<file path="config.mk">
export PLATFORM = sky130hd
export DESIGN_NAME = ppe_stm_mem_rd
export DESIGN_NICKNAME = d
export VERILOG_FILES = /design/src/rtl/ppe_stm_mem_rd.sv
export SDC_FILE = /design/constraint.sdc
export NUM_CORES = 1
export LEC_CHECK = 0
export CELL_PAD_IN_SITES_DETAIL_PLACEMENT = 1
export CELL_PAD_IN_SITES_GLOBAL_PLACEMENT = 1
export CORE_UTILIZATION = 45
export DETAILED_ROUTE_END_ITERATION = 16
export PLACE_DENSITY = 0.75
export SKIP_LAST_GASP = 1
export SLEW_MARGIN = 25
export SYNTH_ARGS = -nofsm -noshare
export SYNTH_HDL_FRONTEND = slang
export SYNTH_SLANG_ARGS = --single-unit
</file>
<file path="constraint.sdc">
create_clock -name cclk -period 31 [get_ports cclk]
set_input_delay 6.2 -clock cclk [delete_from_list [all_inputs] [get_ports cclk]]
set_output_delay 6.2 -clock cclk [all_outputs]
set_load 0.05 [all_outputs]
</file>
<file path="src/rtl/ppe_stm_mem_rd.sv">
// ppe_stm_mem_rd: read-side STM client. Takes tagged lookups, issues SRAM
// reads, follows each read through the fixed memory latency and buffers the
// returned data in a credit-protected in-order response FIFO.
module ppe_stm_mem_rd #(
    parameter int unsigned ADDR_W  = 10,
    parameter int unsigned DATA_W  = 64,
    parameter int unsigned TAG_W   = 4,
    parameter int unsigned MEM_LAT = 2,
    parameter int unsigned DEPTH   = 8
) (
    input  logic              cclk,
    input  logic              rst,
    input  logic              req_valid,
    output logic              req_ready,
    input  logic [ADDR_W-1:0] req_addr,
    input  logic [TAG_W-1:0]  req_tag,
    output logic              mem_rd_en,
    output logic [ADDR_W-1:0] mem_rd_adr,
    input  logic [DATA_W-1:0] mem_rd_data,
    input  logic              mem_rd_err,
    output logic              rsp_valid,
    input  logic              rsp_ready,
    output logic [DATA_W-1:0] rsp_data,
    output logic [TAG_W-1:0]  rsp_tag,
    output logic              rsp_err,
    output logic [15:0]       err_cnt,
    output logic              busy
);

    localparam int unsigned CNT_W  = $clog2(DEPTH + 1);
    localparam int unsigned PTR_W  = (DEPTH > 1) ? $clog2(DEPTH) : 1;
    localparam int unsigned STAGES = MEM_LAT + 1;

    logic [CNT_W-1:0]  cnt;
    logic [CNT_W-1:0]  fcnt;
    logic [PTR_W-1:0]  wr_ptr;
    logic [PTR_W-1:0]  rd_ptr;
    logic [STAGES-1:0] stg_vld;
    logic [TAG_W-1:0]  stg_tag [STAGES];
    logic [DATA_W-1:0] fifo_data [DEPTH];
    logic [TAG_W-1:0]  fifo_tag  [DEPTH];
    logic              fifo_err  [DEPTH];

    logic accept;
    logic pop;
    logic fifo_wr;

    // Pointer advance with wrap at DEPTH (DEPTH need not be a power of two)
    function automatic logic [PTR_W-1:0] ptr_inc(input logic [PTR_W-1:0] p);
        return (p == PTR_W'(DEPTH - 1)) ? '0 : p + PTR_W'(1);
    endfunction

    // Handshake decodes; ready and busy come from the registered credit count only
    assign req_ready = (cnt != CNT_W'(DEPTH));
    assign busy      = (cnt != '0);
    assign accept    = req_valid & req_ready;
    assign pop       = rsp_valid & rsp_ready;
    assign fifo_wr   = stg_vld[STAGES-1];

    // Response head: driven straight from the head entry registers
    assign rsp_valid = (fcnt != '0);
    assign rsp_data  = fifo_data[rd_ptr];
    assign rsp_tag   = fifo_tag[rd_ptr];
    assign rsp_err   = fifo_err[rd_ptr];

    // Credit counter: in-flight plus buffered entries
    always_ff @(posedge cclk or posedge rst) begin
        if (rst) begin
            cnt <= '0;
        end else begin
            cnt <= cnt + CNT_W'(accept) - CNT_W'(pop);
        end
    end

    // SRAM read port, address holds between reads
    always_ff @(posedge cclk or posedge rst) begin
        if (rst) begin
            mem_rd_en  <= 1'b0;
            mem_rd_adr <= '0;
        end else begin
            mem_rd_en <= accept;
            if (accept) begin
                mem_rd_adr <= req_addr;
            end
        end
    end

    // Tag pipeline; last stage lines up with mem_rd_data, reset drops in-flight reads
    always_ff @(posedge cclk or posedge rst) begin
        if (rst) begin
            stg_vld <= '0;
            for (int unsigned i = 0; i < STAGES; i++) begin
                stg_tag[i] <= '0;
            end
        end else begin
            stg_vld    <= {stg_vld[STAGES-2:0], accept};
            stg_tag[0] <= req_tag;
            for (int unsigned i = 1; i < STAGES; i++) begin
                stg_tag[i] <= stg_tag[i-1];
            end
        end
    end

    // Response FIFO storage and pointers
    always_ff @(posedge cclk or posedge rst) begin
        if (rst) begin
            wr_ptr <= '0;
            rd_ptr <= '0;
            fcnt   <= '0;
            for (int unsigned i = 0; i < DEPTH; i++) begin
                fifo_data[i] <= '0;
                fifo_tag[i]  <= '0;
                fifo_err[i]  <= 1'b0;
            end
        end else begin
            if (fifo_wr) begin
                fifo_data[wr_ptr] <= mem_rd_data;
                fifo_tag[wr_ptr]  <= stg_tag[STAGES-1];
                fifo_err[wr_ptr]  <= mem_rd_err;
                wr_ptr            <= ptr_inc(wr_ptr);
            end
            if (pop) begin
                rd_ptr <= ptr_inc(rd_ptr);
            end
            fcnt <= fcnt + CNT_W'(fifo_wr) - CNT_W'(pop);
        end
    end

    // Saturating count of error responses written
    always_ff @(posedge cclk or posedge rst) begin
        if (rst) begin
            err_cnt <= '0;
        end else if (fifo_wr && mem_rd_err && (err_cnt != 16'hFFFF)) begin
            err_cnt <= err_cnt + 16'd1;
        end
    end

    // Credits bound the FIFO occupancy, so a write never finds it full
    a_no_overflow: assert property (@(posedge cclk) disable iff (rst)
        fifo_wr |-> (fcnt != CNT_W'(DEPTH)));

endmodule

</file>
==> out/qor.yml <==
status: "finished, violations left"
violations: "design-rule violations"
portBuffers: 181
antenna_found_initial: 1
vias: 14688
busiest_layer: "met2"
via_per_inst: 5.656
final.setup.tns_ns: 0
clockBufferDepth: 3
drt-total-wl_um: 62270
fin_worst_skew_ns: 0.01314
post-cts-setup-buffer-count: 0
synth_top_area_share: 0.5633
first_iter_violations: 527
grt_max_degree: 132
synthTopCellsByArea: "dfrtp_1 56%, mux2_2 27%, mux4_2 12%, buf_2 1.1%, ha_1 0.74%"
hold_path_class: "register to register"
crit_end: "rsp_data[32]"
p_seq_frac: 0.342
core_um2: 59130
placed_cells: 2481
nets: 1879
initial_utilization: 0.4560
fin_area_um2: 31690
synth_area_per_cell_um2: 16.82
fp.dieH_um: 246.8
p_comb_frac: 0.463
maxCapViolCount: 0
critPathSlowestCell: "dfrtp_4"
grt_use_met3: 0.03473
worstSkewPairLatency_ns: 0.60
p_int_mw: 2.624
fin_crit_sh: 0.3316
clkTransAtPathRegs_ns: 0.06
finalSetupViolations: 0
synth_fp_nets: 1704
cp_data_arrival_time_ns: 4.08
hold_buffers: 0
h-tree-depth: 3
placed_area_um2: 29440
dr.pass1.iters: 10
die_area_um2: 60910
start_kind: "register"
crit_fanout: 102
cts-root-buf: "clkbuf_16"
peakVddDrop_mv: 0.08324
worst_pin_slew_ns: 1.055
path_buf_inv: 2
synth_most_common_cell: "mux2_2"
areaGrowthSynthToFinish_pct: 17.53
wl_per_cell_um: 23.98
cts_sinks: 607
reg2reg_slack_ns: 28.06
overflow: 0
period_needed_ns: 10.28
clock_power_share: 0.195
end_kind: "primary output"
crit_family: "buffers and inverters"
path_depth: 4
ys_warn_count: 0
synthTopCellsByCount: "636 x mux2_2, 607 x dfrtp_1, 138 x mux4_2"
synth_edf_count: 0
final_antenna_net_count: 0
grt_setup_unrepaired: "no"
crit_required_ns: 24.80
cp-startpoint: "rd_ptr[0]"
powerDensity_nw_per_um2: 130.5
synth-main-ff-cell: "dfrtp_1"
grt_pass1_wl_um: 101300
sw_frac_of_total: 0.3657
leakagePower_nw: 13.13
cp_cell_sequence: "buf_12 -> mux4_2 -> mux2_2 -> clkdlybuf4s50_1"
cts_buffers: 68
track_usage: 0.2170
netSwitchingPower_mw: 1.513
drive_gt1_frac: 0.5091
cts.repair.resized: 0
nFillCells: 5320
ys_types: 45
ff2ff_path_depth: 3
finalHoldViolCount: 0
r2r-end: "fifo_data[44]"
max_freq_ghz: 0.09729
rows: 89
drcViolationCount: 16
grtUsageMet1: 0.2900
yosys.area.top_type: "dfrtp_1"
dp_hpwl_um: 35310
met2_usage: 0.3636
layout.cells.non_filler: 2597
fp.dieW_um: 246.8
finalMaxSlewViolations: 0
ys_seq_area_frac: 0.5633
slowest_delay_ns: 0.96
gp_congestion: 0.7129
synth-seq-cells: 607
cts_tree: "built"
slew_headroom: 0.2965
async_flop_share: 1.000
syn_inst: 1603
path_class: "register to primary output"
grt_pass1_vias: 17171
num_io_pins: 182
syn_area_um2: 26970
r2r_start: "stg_vld[2]"
## cells by family after synthesis
kind of cell	share of synthesized area
simple gates	0.01448
compound gates	0.003898
buf+inv	0.02371
flops	0.5633
fa+ha+maj	0.008909
xor+xnor	0.004872
mux	0.3808
## power groups by stage
stage / Combinational, mW / Sequential (mW) / Clock (mW)
2_1_floorplan: 1.47 / 1.34 / 0
3_5_place_dp: 1.94 / 1.43 / 0
4_1_cts: 1.95 / 1.42 / 0.827
6_report: 1.92 / 1.42 / 0.805
3_3_place_gp: 1.89 / 1.39 / 0
5_1_grt: 2.03 / 1.48 / 0.857
## cells in the final DEF (no fill, tap or decap), types with 2 or more instances in the layout
cell	instances
clkinv_2	13
a21oi_1	9
dfrtp_4	3
nor2_1	9
buf_4	21
xnor2_1	2
inv_6	3
nand4_1	2
buf_6	3
xor2_1	13
a21o_1	2
nand3_1	4
inv_1	16
nor3_4	2
nand2_1	14
bufinv_16	4
fa_1	2
nand4b_4	3
clkdlybuf4s50_1	181
clkbuf_1	8
mux4_2	138
mux2_2	636
clkbuf_16	71
nor3_1	2
nor3b_4	2
ha_1	16
clkbuf_8	13
dfrtp_1	604
## state kept, by name, indices dropped and copies added (netlist names), 4 cells and up
signal / cells
fifo_data: 512
fifo_tag: 32
err_cnt: 16
stg_tag: 12
mem_rd_adr: 10
fifo_err: 8
cnt: 4
fcnt: 4
## through the flow
stage                     total power [mW]  worst slack, ns  hold WS, ns    util
after global placement               3.284            20.97       0.3321  0.4979
after floorplan                      2.815            7.807       0.3312       -
final                                4.137            20.72       0.3474  0.5360
after global routing                 4.364            20.45       0.3627  0.5360
after CTS                            4.195            20.61       0.3496  0.5357
after detailed placement             3.365            20.87       0.3364  0.4979
## worst min path at each step
stage,depth (start not counted),end,startpoint,slack [ns]
CTS,0,stg_tag[0],stg_tag[4],0.35
detailed placement,0,stg_tag[0],stg_tag[4],0.34
global route,0,stg_tag[4],stg_tag[8],0.36
floorplan,0,stg_tag[0],stg_tag[4],0.33
finish,0,stg_tag[0],stg_tag[4],0.35
global placement,0,stg_tag[1],stg_tag[5],0.33
## final cells by class
cell class | count | area, µm² | area share
Inverter | 17 | 76.32 | 0.002408
Multi-Input combinational cell | 878 | 11190 | 0.3531
Timing Repair Buffer | 206 | 2023 | 0.06383
Sequential cell | 607 | 15200 | 0.4796
Tap cell | 773 | 967.2 | 0.03052
Clock inverter | 23 | 247.7 | 0.007817
Clock buffer | 92 | 1986 | 0.06265
Antenna cell | 1 | 2.502 | 0.00007895
## metal layers
| layer | vias up | part of all wire |
|---|---|---|
| li1 | 6340 | - |
| met1 | 8021 | 0.44 |
| met2 | 244 | 0.51 |
| met3 | 81 | 0.034 |
| met4 | 2 | 0.020 |
| met5 | - | 0.00013 |
Note: power is estimated with default switching activity, not from simulation.
